File: src/rtl/fetch_ctrl.sv
// Instruction-fetch sequencer: owns the fetch PC, runs one imem req/ack at a time,
// hands words to decode over valid/ready. Optional macro: FETCH_CTRL_MISALIGN_EN.
module fetch_ctrl #(
    parameter logic [31:0] RESET_PC = 32'h0000_0000
) (
    input  logic        clk,
    input  logic        rst,
    output logic        imem_req,
    output logic [31:0] imem_addr,
    input  logic        imem_ack,
    input  logic [31:0] imem_rdata,
    output logic        instr_valid,
    output logic [31:0] instr,
    output logic [31:0] instr_pc,
    output logic [31:0] instr_pc_inc,
    input  logic        dec_ready,
    input  logic        redirect,
    input  logic [31:0] redirect_target,
    output logic        misalign_err
);
    typedef enum logic [2:0] {IDLE, FETCH, KILL, HOLD, HALT} state_t;

    state_t      state, state_d;
    logic [31:0] pc_q, pc_d, redir_q, redir_d, instr_d, instr_pc_d, tgt;
    logic        err_q, err_d, bad;

`ifdef FETCH_CTRL_MISALIGN_EN
    assign tgt = redirect_target;
    assign bad = redirect && (redirect_target[1:0] != 2'b00);
`else
    logic unused_tgt_lsb;
    assign unused_tgt_lsb = ^redirect_target[1:0];
    assign tgt = {redirect_target[31:2], 2'b00};
    assign bad = 1'b0;
`endif

    always_ff @(posedge clk or posedge rst) begin
        if (rst) begin
            state    <= IDLE;
            pc_q     <= RESET_PC;
            redir_q  <= RESET_PC;
            instr    <= '0;
            instr_pc <= '0;
            err_q    <= 1'b0;
        end else begin
            state    <= state_d;
            pc_q     <= pc_d;
            redir_q  <= redir_d;
            instr    <= instr_d;
            instr_pc <= instr_pc_d;
            err_q    <= err_d;
        end
    end

    always_comb begin
        state_d    = state;
        pc_d       = pc_q;
        redir_d    = redir_q;
        instr_d    = instr;
        instr_pc_d = instr_pc;
        // A misaligned target is only "accepted" in states that honour redirects.
        err_d      = err_q | (bad && (state == FETCH || state == KILL || state == HOLD));
        case (state)
            IDLE: state_d = FETCH;
            FETCH: begin
                if (imem_ack && !redirect) begin
                    instr_d    = imem_rdata;
                    instr_pc_d = pc_q;
                    pc_d       = pc_q + 32'd4;
                    state_d    = HOLD;
                end else if (imem_ack) begin
                    pc_d    = tgt;
                    state_d = err_d ? HALT : FETCH;
                end else if (redirect) begin
                    redir_d = tgt;
                    state_d = KILL;
                end
            end
            KILL: begin
                if (redirect) redir_d = tgt;
                if (imem_ack) begin
                    pc_d    = redirect ? tgt : redir_q;
                    state_d = err_d ? HALT : FETCH;
                end
            end
            HOLD: begin
                if (redirect) begin
                    pc_d    = tgt;
                    state_d = err_d ? HALT : FETCH;
                end else if (dec_ready) begin
                    state_d = FETCH;
                end
            end
            HALT:    state_d = HALT;
            default: state_d = IDLE;
        endcase
    end

    assign imem_req     = (state == FETCH) || (state == KILL);
    assign imem_addr    = pc_q;
    assign instr_valid  = (state == HOLD);
    assign instr_pc_inc = instr_pc + 32'd4;
    assign misalign_err = err_q;
endmodule

File: config.mk
export PLATFORM = sky130hd
export DESIGN_NAME = fetch_ctrl
export DESIGN_NICKNAME = d
export VERILOG_FILES = /design/src/rtl/fetch_ctrl.sv
export SDC_FILE = /design/constraint.sdc
export NUM_CORES = 1
export LEC_CHECK = 0
export CAP_MARGIN = 20
export CORE_ASPECT_RATIO = 0.75
export CORE_MARGIN = 4
export CORE_UTILIZATION = 23
export DETAILED_ROUTE_END_ITERATION = 10
export PLACE_DENSITY_LB_ADDON = 0.08
export SYNTH_ARGS = -nofsm -noshare
export SYNTH_HDL_FRONTEND = slang
export SYNTH_SLANG_ARGS = --single-unit
File: constraint.sdc
create_clock -name clk -period 3.56 [get_ports clk]
set_input_delay 0.356 -clock clk [delete_from_list [all_inputs] [get_ports clk]]
set_output_delay 0.356 -clock clk [all_outputs]
set_load 0.005 [all_outputs]
Word-level counts from Yosys, hierarchy flattened:

Cells that the tools add are included.

* output and inout bits: 131
* word-level logic and storage cells: 44
* register bits after elaboration: 131

* multiplexer cells: 16
* reduce and logical (&&, ||, !) cells: 10
* eq/ne operators: 11
* add/sub/neg operators: 2

Operators by type and width (number)
* $mux 32: 7
* $pmux 32 s3: 1
* $add 32x3->32 const B: 2
* $pmux 32 s2: 1
* $mux 3: 6
* $pmux 3 s5: 1
* $eq 3x2->1 const B: 2
* $ne 2x2->1 const B: 3
* $reduce_and 3->1: 2
* $ne 4x4->1 const B: 1
* $reduce_and 4->1: 1
* $eq 3x1->1 const B: 1
* $eq 3x3->1 const B: 1
* $logic_not 3->1: 1
* $ne 3x1->1 const B: 1
* $ne 3x3->1 const B: 1
* $reduce_bool 3->1: 1
* $ne 2x1->1 const B: 1
* $reduce_and 2->1: 1
* $reduce_bool 2->1: 1
* $logic_and 1x1->1: 1
* $logic_not 1->1: 1
* $logic_or 1x1->1: 1

Depth between registers and ports, before layout:

* depth after elaboration: 4
* depth in mapped cells: 8

Worst setup path before layout:

No wires, ideal clock.

* path type: reg2out
* start: reg instr_pc[4]
* end: out instr_pc_inc[21]
* path buffers: 1
* arrival time: 1.822 ns
* stages on the path, launching flop included: 7
* path slack: 1.382 ns
* path through: dfrtp_1 > nand3_1 > or4_1 > buf_2 > or3_4 > nor2_2 > xor2_1

* longest elaborated chain between the ends: 1

Ends and longest elaborated chain
* from (decl): line 14 `output logic [31:0] instr_pc,`
* from (signal assigned): line 50 `instr_pc <= instr_pc_d;`
* $add 32x3->32: line 102 `assign instr_pc_inc = instr_pc + 32'd4;`
* to (decl): line 15 `output logic [31:0] instr_pc_inc,`

No other way between the ends.

Worst setup path in the final report:

* start: reg instr_pc[4]
* end: out instr_pc_inc[31]

Same word-level chain as after synthesis.

==> flow_summary.toml <==
[synth]
ys_dominant_reg_cell = "dfrtp_1"
synth_most_common_cell = "dfrtp_1"
yosysSeqAreaShare_pct = 49.0
syn_area_per_cell_um2 = 10.6
async_reset_ff_share_pct = 100
synth.largest_area_cell = "dfrtp_1"
syn_nets = 700
syn-instance-count = 629
synth_cell_type_count = 53
synth_seq_cells = 131
synth_warnings = 0
synth_edf_count = 0
synth_area_um2 = 6690
synth.top_cell.area_share_pct = 49.0
synth_common_cells = "dfrtp_1 (131), mux2_2 (91), o21ai_0 (45)"
synth_area_leaders = "dfrtp_1 (49%), mux2_2 (15%), o21ai_0 (3.4%)"

[worst_setup_path]
crit_buf_inv = 1
reg2reg_slack_ns = 1.02
startpoint_type = "flop"
crit_type = "reg2out"
cp_cell_sequence = "nand3_1 > or4_1 > nor2b_1 > nand3_1 > xnor2_1 > clkdlybuf4s50_1"
critPathTopFamily = "simple AND/OR/NAND/NOR gates"
cp_max_fo = 7
cpMaxStageDelayCell = "or4_1"
worst_ep_required_time_ns = 3.20
crit_arrival_ns = 3.02
critical_path.endpoint_type = "output port"
cp_common_cell = "nand3_1"
critPathMaxStageDelay_ns = 0.72

[finish]
fillers = 2869
antenna_cells = 0
drive_above_1_share_pct = 17.7
regArea_um2 = 3280
instances_no_fill = 1216
multi_input_area_um2 = 3220
post-route-util_pct = 34.3
areaGrowthSynthToFinish_pct = 45.3
layout.nets = 889

[place]
dp_hpwl_mm = 17.0
port_buffers = 196
dp_slack_ns = 0.622
place_congestion = 0.786
placed_cells = 1184

[route]
vias = 5755
vias_per_cell = 4.73
firstDrtPassIters = 5
drt_iter0_drc = 526
wl_mm = 23.3
ant_nets = 0
avgRoutedWirePerCell_um = 19.2
drc = 0

[floorplan]
die_w_um = 205
num_rows = 53
die-area_um2 = 31900
initial_utilization_pct = 23.6
chipHeight_um = 156
ioPinCount = 200
core_area_um2 = 28300

[clock_tree]
cts_buffers = 17
htree_levels = 4
clock-root-buffer = "clkbuf_16"
cts.sinks = 131
cts_setup_buffers = 0
clk_path_buf_depth = 2
clk_transition_reported_paths_ns = 0.06
cts.repair.resized = 0
clock_latency_ns = 0.43
cts_tree = "yes"
cts_hold_buf = 0

[power_and_ir_drop]
power_density_nw_per_um2 = 776
p_comb_share_pct = 38.0
p_clk_share_pct = 24.4
p_int_uw = 5040
ir_drop_mv = 0.311
power_frac_seq_pct = 37.6
switching_power_uw = 2500
p_leak_uw = 0.00386
swShare_pct = 33.2
power_uw = 7540

[timing]
finalHoldViolations = 0
max_freq_mhz = 297
rsz0062_at_grt = "no"
slew_headroom_pct = 31.5
clock-skew-final_ns = 0.0123
finalSetupTns_ns = 0
finalWorstSetupSlack_ns = 0.188
setup_viol = 0
period_minus_slack_ns = 3.37
worst_slew_pin_slew_ns = 1.03
min_period_over_period_pct = 94.7
drv_slew = 0

[global_route]
grt_antenna_before_repair = 1
overflow = 0
grt_max_degree = 132
track_usage_pct = 14.5
grt_pass1_wl_mm = 35.6
grt_pass1_vias = 5715

[job]
drv_cap = 0

[status]
status = "completed"

[hold_path]
min_path_type = "in2async"
power groups by stage:
stage | clock (uW) | combinational [uW] | sequential [uW]
after floorplan | 0 | 1170 | 2630
after global placement | 0 | 2890 | 2830
after detailed placement | 0 | 2910 | 2860
after CTS | 1900 | 2920 | 2840
after global routing | 1960 | 3110 | 2940
final | 1840 | 2870 | 2840
layout by cell type (no fill, tap or decap), types with 6 or more instances in the layout:
cell type	n
o21ai_0	45
a21oi_1	26
and2_1	6
xnor2_1	22
nor2_1	34
mux2_2	91
mux2i_1	9
nor3_1	12
nand4_1	12
dfrtp_1	131
nand3_1	26
a31oi_1	12
clkdlybuf4s50_1	196
clkbuf_16	17
nand2_1	44
nor2b_1	6
xor2_1	10
buf_4	13
and3_1	11
inv_1	6
tightest hold or removal path, delay by kind of cell:
family / cells / cell delay [ns]
buffers and inverters: 3 / 1.02
final timing paths:
check | cells past startpoint | start | to
max | 6 | instr_pc[4] | instr_pc_inc[31]
min | 3 | rst | instr[29]
max reg2reg | 5 | state[0] | imem_addr[7]
min reg2reg | 1 | redir_q[1] | redir_q[1]
max in group asynchronous | 3 | rst | imem_addr[18]
min in group clk | 1 | redir_q[1] | redir_q[1]
metrics by stage:
step / hold slack [ns] / cell area [um^2]
2_1_floorplan: 0.453 / 6690
3_3_place_gp: 0.472 / 9110
3_5_place_dp: 0.480 / 9110
4_1_cts: 0.494 / 9720
5_1_grt: 0.510 / 9720
6_report: 0.453 / 9720
state kept, by name, indices dropped and copies added, names as in the netlist:
name and count:
state 3, instr 32, imem_addr 32, instr_pc 32, redir_q 32
cells by family (layout without fill, tap and decap cells):
group | after synthesis | after routing | share of synthesized area, %
flip-flops | 131 | 131 | 49.0
multiplexers | 101 | 101 | 16.8
AO/OA/AOI/OAI | 135 | 135 | 12.9
AND/OR/NAND/NOR | 179 | 179 | 13.6
XOR/XNOR | 32 | 32 | 4.19
buffers and inverters | 48 | 250 | 2.99
other | 1 | 1 | 0.0561
adder cells (fa/ha/maj) | 2 | 2 | 0.374
per-layer routing:
metal	share of wire, %	GRT usage [%]	up-vias	wire [um]
met4	0.86	3.35	0	201
met5	0	0	-	0
met1	51	22.2	2868	11900
li1	-	-	2689	-
met3	5.9	3.18	11	1370
met2	42	20.7	187	9830
area by class of cell:
cell class,instances,area share (%)
flip-flops and latches,131,33.7
multi-input cells,450,33.1
repair buffers,211,21.6
well taps,385,4.96
clock buffers,20,4.70
clock inverters,12,1.57
inverters,7,0.309
Power figures use the tool's default switching activity.
